File: src/rtl/fifo_burst_reader.sv
// ============================================================================
//  Module      : fifo_burst_reader
//  Description : Burst read master for the synchronous fifo block; pops N words
//                and streams them on a valid/ready port through a 2-entry skid.
//  Revision    : 1.0 - initial release
// ============================================================================
`timescale 1ns/1ps
`default_nettype none

module fifo_burst_reader #(
    parameter int WIDTH = 8,
    parameter int LEN_W = 8
) (
    input  logic             clk,
    input  logic             rst_n,
    input  logic             cmd_valid,
    output logic             cmd_ready,
    input  logic [LEN_W-1:0] cmd_len,
    output logic             fifo_pop,
    input  logic [WIDTH-1:0] fifo_dout,
    input  logic             fifo_empty,
    output logic             m_valid,
    input  logic             m_ready,
    output logic [WIDTH-1:0] m_data,
    output logic             m_last,
    output logic             busy,
    output logic             done
);

    localparam logic [LEN_W-1:0] c_LEN_ONE = LEN_W'(1);

    typedef enum logic [1:0] {
        ST_IDLE  = 2'd0,
        ST_READ  = 2'd1,
        ST_DRAIN = 2'd2,
        ST_DONE  = 2'd3
    } state_t;

    state_t             r_state;
    state_t             w_state_next;
    logic [LEN_W-1:0]   r_remaining;
    logic               r_inflight;
    logic               r_inflight_last;
    logic [WIDTH-1:0]   r_buf_data [2];
    logic [1:0]         r_buf_last;
    logic [1:0]         r_count;

    logic               w_out_hs;
    logic [1:0]         w_occ;
    logic [1:0]         w_occ_net;
    logic               w_pop;
    logic               w_wr_idx;
    logic [1:0]         w_wr_pos;

    assign m_valid   = (r_count != 2'd0);
    assign m_data    = r_buf_data[0];
    assign m_last    = m_valid && r_buf_last[0];
    assign w_out_hs  = m_valid && m_ready;

    // Occupancy counts the word still in flight from the FIFO, so a pop is
    // only issued when its data is guaranteed a free skid slot on arrival.
    assign w_occ     = r_count + {1'b0, r_inflight};
    assign w_occ_net = w_occ - {1'b0, w_out_hs};
    assign w_pop     = (r_state == ST_READ) && (r_remaining != '0)
                       && !fifo_empty && (w_occ_net < 2'd2);

    // Arriving word lands behind whatever survives this cycle's output handshake.
    assign w_wr_pos  = r_count - {1'b0, w_out_hs};
    assign w_wr_idx  = w_wr_pos[0];

    assign fifo_pop  = w_pop;
    assign cmd_ready = (r_state == ST_IDLE);
    assign busy      = (r_state != ST_IDLE);
    assign done      = (r_state == ST_DONE);

    always_comb begin
        w_state_next = r_state;
        case (r_state)
            ST_IDLE: begin
                if (cmd_valid) begin
                    w_state_next = (cmd_len == '0) ? ST_DONE : ST_READ;
                end
            end
            ST_READ: begin
                if (r_remaining == '0) begin
                    w_state_next = ST_DRAIN;
                end
            end
            ST_DRAIN: begin
                if (w_out_hs && m_last) begin
                    w_state_next = ST_DONE;
                end
            end
            ST_DONE: begin
                w_state_next = ST_IDLE;
            end
            default: begin
                w_state_next = ST_IDLE;
            end
        endcase
    end

    always_ff @(posedge clk) begin
        if (!rst_n) begin
            r_state         <= ST_IDLE;
            r_remaining     <= '0;
            r_inflight      <= 1'b0;
            r_inflight_last <= 1'b0;
            r_count         <= 2'd0;
            r_buf_last      <= 2'b00;
            for (int i = 0; i < 2; i++) begin
                r_buf_data[i] <= '0;
            end
        end else begin
            r_state <= w_state_next;

            if ((r_state == ST_IDLE) && cmd_valid) begin
                r_remaining <= cmd_len;
            end else if (w_pop) begin
                r_remaining <= r_remaining - c_LEN_ONE;
            end

            r_inflight      <= w_pop;
            r_inflight_last <= w_pop && (r_remaining == c_LEN_ONE);
            r_count         <= r_count - {1'b0, w_out_hs} + {1'b0, r_inflight};

            if (w_out_hs) begin
                r_buf_data[0] <= r_buf_data[1];
                r_buf_last[0] <= r_buf_last[1];
            end
            // Later assignment wins when the arrival targets the head slot.
            if (r_inflight) begin
                r_buf_data[w_wr_idx] <= fifo_dout;
                r_buf_last[w_wr_idx] <= r_inflight_last;
            end
        end
    end

endmodule

`default_nettype wire

File: config.mk
export PLATFORM = sky130hd
export DESIGN_NAME = fifo_burst_reader
export DESIGN_NICKNAME = d
export VERILOG_FILES = /design/src/rtl/fifo_burst_reader.sv
export SDC_FILE = /design/constraint.sdc
export NUM_CORES = 1
export LEC_CHECK = 0
export BUFFER_PORTS_ARGS = -buffer_cell sky130_fd_sc_hd__buf_4
export CAP_MARGIN = 40
export CORE_UTILIZATION = 50
export CTS_BUF_LIST = sky130_fd_sc_hd__clkbuf_8
export CTS_CLUSTER_SIZE = 10
export DETAILED_ROUTE_END_ITERATION = 12
export PLACE_DENSITY = 0.73
export RECOVER_POWER = 100
export SLEW_MARGIN = 20
export SYNTH_ARGS = -nofsm -noshare
export SYNTH_HDL_FRONTEND = slang
export SYNTH_SLANG_ARGS = --single-unit
File: constraint.sdc
create_clock -name clk -period 2.25 [get_ports clk]
set_input_delay 0.1125 -clock clk [delete_from_list [all_inputs] [get_ports clk]]
set_output_delay 0.1125 -clock clk [all_outputs]
set_load 0.01 [all_outputs]
* After elaboration in Yosys (flattened, before gate mapping)
Memories as Yosys holds them, arrays and structs flattened.
Index checks and enable logic that the tools add are counted.
** Operators by class
- Equal/unequal tests :: 7
- Order comparisons :: 3
- Add/sub/neg operators :: 5
- Multiplexer cells :: 24
- Bitwise gates (word level) :: 1
- Reductions and logical operators :: 19
** Operators by type and width (number)
- $mux 8 :: 4
- $logic_not 8->1 :: 2
- $mux 1 :: 13
- $logic_and 1x1->1 :: 9
- $eq 8x1->1 const B :: 1
- $mux 2 :: 4
- $pmux 2 s4 :: 1
- $reduce_bool 8->1 :: 1
- $reduce_or 8->1 :: 1
- $sub 8x1->8 const B :: 1
- $reduce_bool 2->1 :: 3
- $add 2x1->2 :: 2
- $eq 2x2->1 const B :: 2
- $ne 2x2->1 const B :: 2
- $sub 2x1->2 :: 2
- $reduce_and 3->1 :: 1
- $bwmux 2 :: 1
- $eq 2x1->1 const B :: 1
- $logic_not 2->1 :: 1
- $lt 1x2->1 const B :: 1
- $lt 2x2->1 const B :: 1
- $ne 2x1->1 const B :: 1
- $demux 1 s1 :: 1
- $ge 1x1->1 const B :: 1
- 2 further kinds :: 2
** Storage, ports and cells
- Memories kept :: 1
- Bits of input ports :: 21
- Bits in writable memories :: 16
- Register bits :: 16
- Output and inout port bits :: 14
** Memory list
- r_buf_data :: depth 2, width 8, read ports 2, clocked after memory_dff 0, write ports 2, RTL line 44 : logic [WIDTH-1:0] r_buf_data [2];

* Logic depth before layout (Yosys ltp)
- Depth after elaboration :: 9
- Depth in mapped cells :: 8
- Mapped depth without buffers :: 8

* Worst setup path before layout
Ideal clock, no wire load.
- Kind :: register -> register
- From :: reg r_count[0]
- To :: reg r_remaining[2]
- Cell stages (with the launch flop) :: 8
- Required time :: 2176 ps
- Path buffers :: 0
- Library setup time :: 74 ps
- Path slack :: 112 ps
- Period minus slack after synthesis :: 2138 ps
- Arrival time :: 2064 ps
- Path through :: dfxtp_1 > nand2b_1 > o21ai_0 > ha_1 > nand4b_1 > a21o_1 > or3_2 > a31oi_1
** Between the ends
- Cells in the longest elaborated chain, start to end :: 6
- Elaborated cells between the ends (all ways) :: 7
- Classes of those cells :: add/sub: 2; order compare: 1; reduce/logical: 4
** Ends and longest elaborated chain
- from (decl) :: RTL line 46 : logic [1:0] r_count;
- from (signal assigned) :: RTL line 125 : r_count <= r_count - {1'b0, w_out_hs} + {1'b0, r_inflight};
- parallel branches: the longest is 2 deep, another holds $add 2x1->2
- $sub 2x1->2 * :: RTL line 63 : assign w_occ_net = w_occ - {1'b0, w_out_hs};
- $lt 2x2->1 * :: RTL line 65 : && !fifo_empty && (w_occ_net < 2'd2);
- $logic_and 1x1->1 * :: RTL line 65
- $reduce_bool 2->1 (no line) *
- to (signal assigned) :: RTL line 118 : r_remaining <= cmd_len;
- to (signal assigned) :: RTL line 120 : r_remaining <= r_remaining - c_LEN_ONE;
- to (decl) :: RTL line 41 : logic [LEN_W-1:0] r_remaining;
Every way passes the cells marked *.
A chain may end at the register's enable or synchronous reset.

* Worst setup path in the final report
- From :: reg r_count[0]
- To :: reg r_remaining[6]
Same word-level chain as after synthesis.

==> impl_metrics.tcl <==
set metrics [dict create \
    status "complete, no violations" \
    grt_pass1_vias 1147 \
    drt_wl_total_um 3040 \
    grt-ovfl-total 0 \
    vdd_drop_max_mv 0.602 \
    synth.area.top_cells "edfxtp_1 (31%), dfxtp_1 (20%), ha_1 (7.2%)" \
    clockBufferDepth 2 \
    pwr-share-seq 0.427 \
    postRouteAntennaNets 0 \
    synthCells 149 \
    fin_skew_ns 0.00238 \
    clock.fmax_mhz 477 \
    fillCellCount 246 \
    worst_slack_ns 0.155 \
    cts_setup_buffers 0 \
    dpl_worst_slack_ns 0.0607 \
    place.gp.congestion 0.807 \
    critPathMaxFanout 10 \
    grt_pass1_wl_um 5150 \
    antenna_found_initial 0 \
    start_util 0.547 \
    cp.arrival_ns 2.30 \
    core-area_um2 2880 \
    cp_cell_sequence "nand2b_1 -> o21ai_2 -> ha_2 -> nand4b_1 -> a21o_2 -> or4_1 -> a31oi_1" \
    yosysTopAreaCell "edfxtp_1" \
    cts_tree "built" \
    cp_slowest_stage_delay_ns 0.41 \
    setup-tns-final_ns 0 \
    cts_sinks 32 \
    crit_type "reg -> reg" \
    switching_share 0.304 \
    ys_seq_area_frac 0.509 \
    area_delta_synth_final_pct 25.3 \
    dieHeight_um 58.1 \
    avgViaCountPerCell 5.43 \
    synth_fp_nets 179 \
    yosys_warnings 0 \
    ys_types 36 \
    p_switching_mw 0.534 \
    cp_top_family "simple AND/OR/NAND/NOR gates" \
    path_buf_inv 0 \
    leakagePower_nw 0.790 \
    syn_area_per_cell_um2 10.6 \
    setup_violations 0 \
    cts_root_buf "clkbuf_8" \
    worstSetupEndpointType "register" \
    clkPwrFrac 0.305 \
    final_common_cell "buf_4" \
    rrSetupSlack_ns 0.15 \
    rr_startpoint "r_count[0]$_SDFF_PN0_" \
    dp_hpwl_um 2310 \
    power_density_nw_per_um2 893 \
    reg2regPathDepth 7 \
    synth-edff-count 16 \
    p_int_mw 1.23 \
    hold_path.startpoint "fifo_dout[6]" \
    diodes 0 \
    comb_power_share 0.268 \
    die_area_um2 3370 \
    rows 19 \
    maxSlewViolCount 0 \
    drc 0 \
    dr.pass1.iters 5 \
    hp-class "in -> reg" \
    hold_depth 2 \
    finalHoldViolations 0 \
    hold_buffers 0 \
    layout-drive-gt1-share 0.219 \
    synth_area_um2 1570 \
    hold_path_end "r_buf_data[1][6]$_SDFFCE_PN0P_" \
    track_usage 0.202 \
    fin_crit_sh 0.931 \
    grt_start_max_net_pins 18 \
    cts_buffers 5 \
    r2r-end "r_remaining[6]$_SDFFE_PN0P_" \
    slowest_stage "or4_1" \
    cp-start-kind "register" \
    synthDominantCellAreaShare 0.305 \
    required_ns 2.46 \
    h-tree-depth 2 \
    slew-limit-headroom 0.474 \
    synth_ff_type "edfxtp_1" \
    port_buffers 34 \
    yosys_register_bits 32 \
    post-route-min-period_ns 2.10 \
    clkLatencyLatePin_ns 0.27 \
    tightest_slew_ns 0.786 \
    layout.cells.most_common_list "buf_4 (25), edfxtp_1 (16), dfxtp_1 (16)" \
    async_reset_ff_frac 0 \
    drtIter0Drc 40 \
    vias 1271 \
    die_w_um 58.1 \
    cap_violations 0 \
    ios 35 \
    avgRoutedWirePerCell_um 13.0 \
    path_clk_slew_ns 0.07 \
    nets 221 \
]
==> power by group through the flow <==
stage	Sequential (mW)	Clock [mW]	Combinational (mW)
6_report	0.751	0.536	0.472
5_1_grt	0.762	0.568	0.539
4_1_cts	0.752	0.548	0.496
3_5_place_dp	0.765	0	0.494
3_3_place_gp	0.761	0	0.480
2_1_floorplan	0.759	0	0.321
==> cells by family after synthesis <==
| family | Yosys count | share of synthesized area |
|---|---|---|
| AO/OA/AOI/OAI | 44 | 0.189 |
| AND/OR/NAND/NOR | 44 | 0.162 |
| flip-flops | 32 | 0.509 |
| buffers and inverters | 14 | 0.0334 |
| adder cells (fa/ha/maj) | 9 | 0.0716 |
| XOR/XNOR | 4 | 0.0223 |
| multiplexers | 2 | 0.0127 |
==> per-layer routing <==
| layer | vias to the layer above | share of wire | track usage |
|---|---|---|---|
| met2 | 36 | 0.47 | 0.314 |
| met1 | 596 | 0.48 | 0.274 |
| met3 | 2 | 0.041 | 0.0603 |
| met4 | 0 | 0.0069 | 0.0612 |
| li1 | 637 | - | - |
| met5 | - | 0 | 0 |
==> registers in the layout, indices dropped and copies added (netlist names) <==
name and cells:
r_buf_last 2, r_inflight 1, r_inflight_last 1, r_state 2, r_buf_data 16, r_count 2
r_remaining 8
==> worst max-delay path by stage <==
stage,depth (start not counted),endpoint,from
2_1_floorplan,7,r_remaining[2]$_SDFFE_PN0P_,r_count[0]$_SDFF_PN0_
3_3_place_gp,7,r_remaining[2]$_SDFFE_PN0P_,r_count[0]$_SDFF_PN0_
3_5_place_dp,7,r_remaining[2]$_SDFFE_PN0P_,r_count[0]$_SDFF_PN0_
4_1_cts,7,fifo_pop,r_count[0]$_SDFF_PN0_
5_1_grt,7,r_remaining[5]$_SDFFE_PN0P_,r_count[0]$_SDFF_PN0_
6_report,7,r_remaining[6]$_SDFFE_PN0P_,r_count[0]$_SDFF_PN0_
==> cell type report <==
cell class                      instances  area (um^2)  share of cell area
Inverter                               12         45.0              0.0229
Multi-Input combinational cell        103          727               0.369
Clock inverter                          3         42.5              0.0216
Sequential cell                        32          801               0.406
Clock buffer                            5         68.8              0.0349
Tap cell                               42         52.6              0.0267
Timing Repair Buffer                   37          234               0.119
==> per-stage QoR <==
stage / utilization / cells / power, mW / hold slack [ns] / area (um^2)
after global routing: 0.685 / 234 / 1.87 / 0.124 / 1970
after detailed placement: 0.658 / 226 / 1.26 / 0.408 / 1890
after global placement: 0.656 / 225 / 1.24 / 0.405 / 1890
after floorplan: - / 149 / 1.08 / 0.281 / 1570
final: 0.685 / 234 / 1.76 / 0.126 / 1970
after CTS: 0.698 / 234 / 1.80 / 0.120 / 2010
==> cell usage after synthesis, types with 4 or more instances <==
cell / count
edfxtp_1: 16
o21ai_0: 14
a31oi_1: 4
a21oi_1: 5
dfxtp_1: 16
nor2_1: 5
nand2_1: 7
inv_1: 12
and2_1: 10
nand2b_1: 4
ha_1: 9
a22o_1: 8
==> worst register-to-register path, cell delays in order (launching register included) <==
cell      delay [ns]
dfxtp_1         0.34
nand2b_1        0.22
o21ai_2         0.17
ha_2            0.25
nand4b_1        0.16
a21o_2          0.31
or4_1           0.42
a31oi_1         0.17
==> timing repair <==
action,CTS,global route
gates resized for setup,1,4
endpoints found under the hold margin,0,0
setup endpoints to repair,1,9
pin swaps,0,1
(Power assumes the default switching activity.)
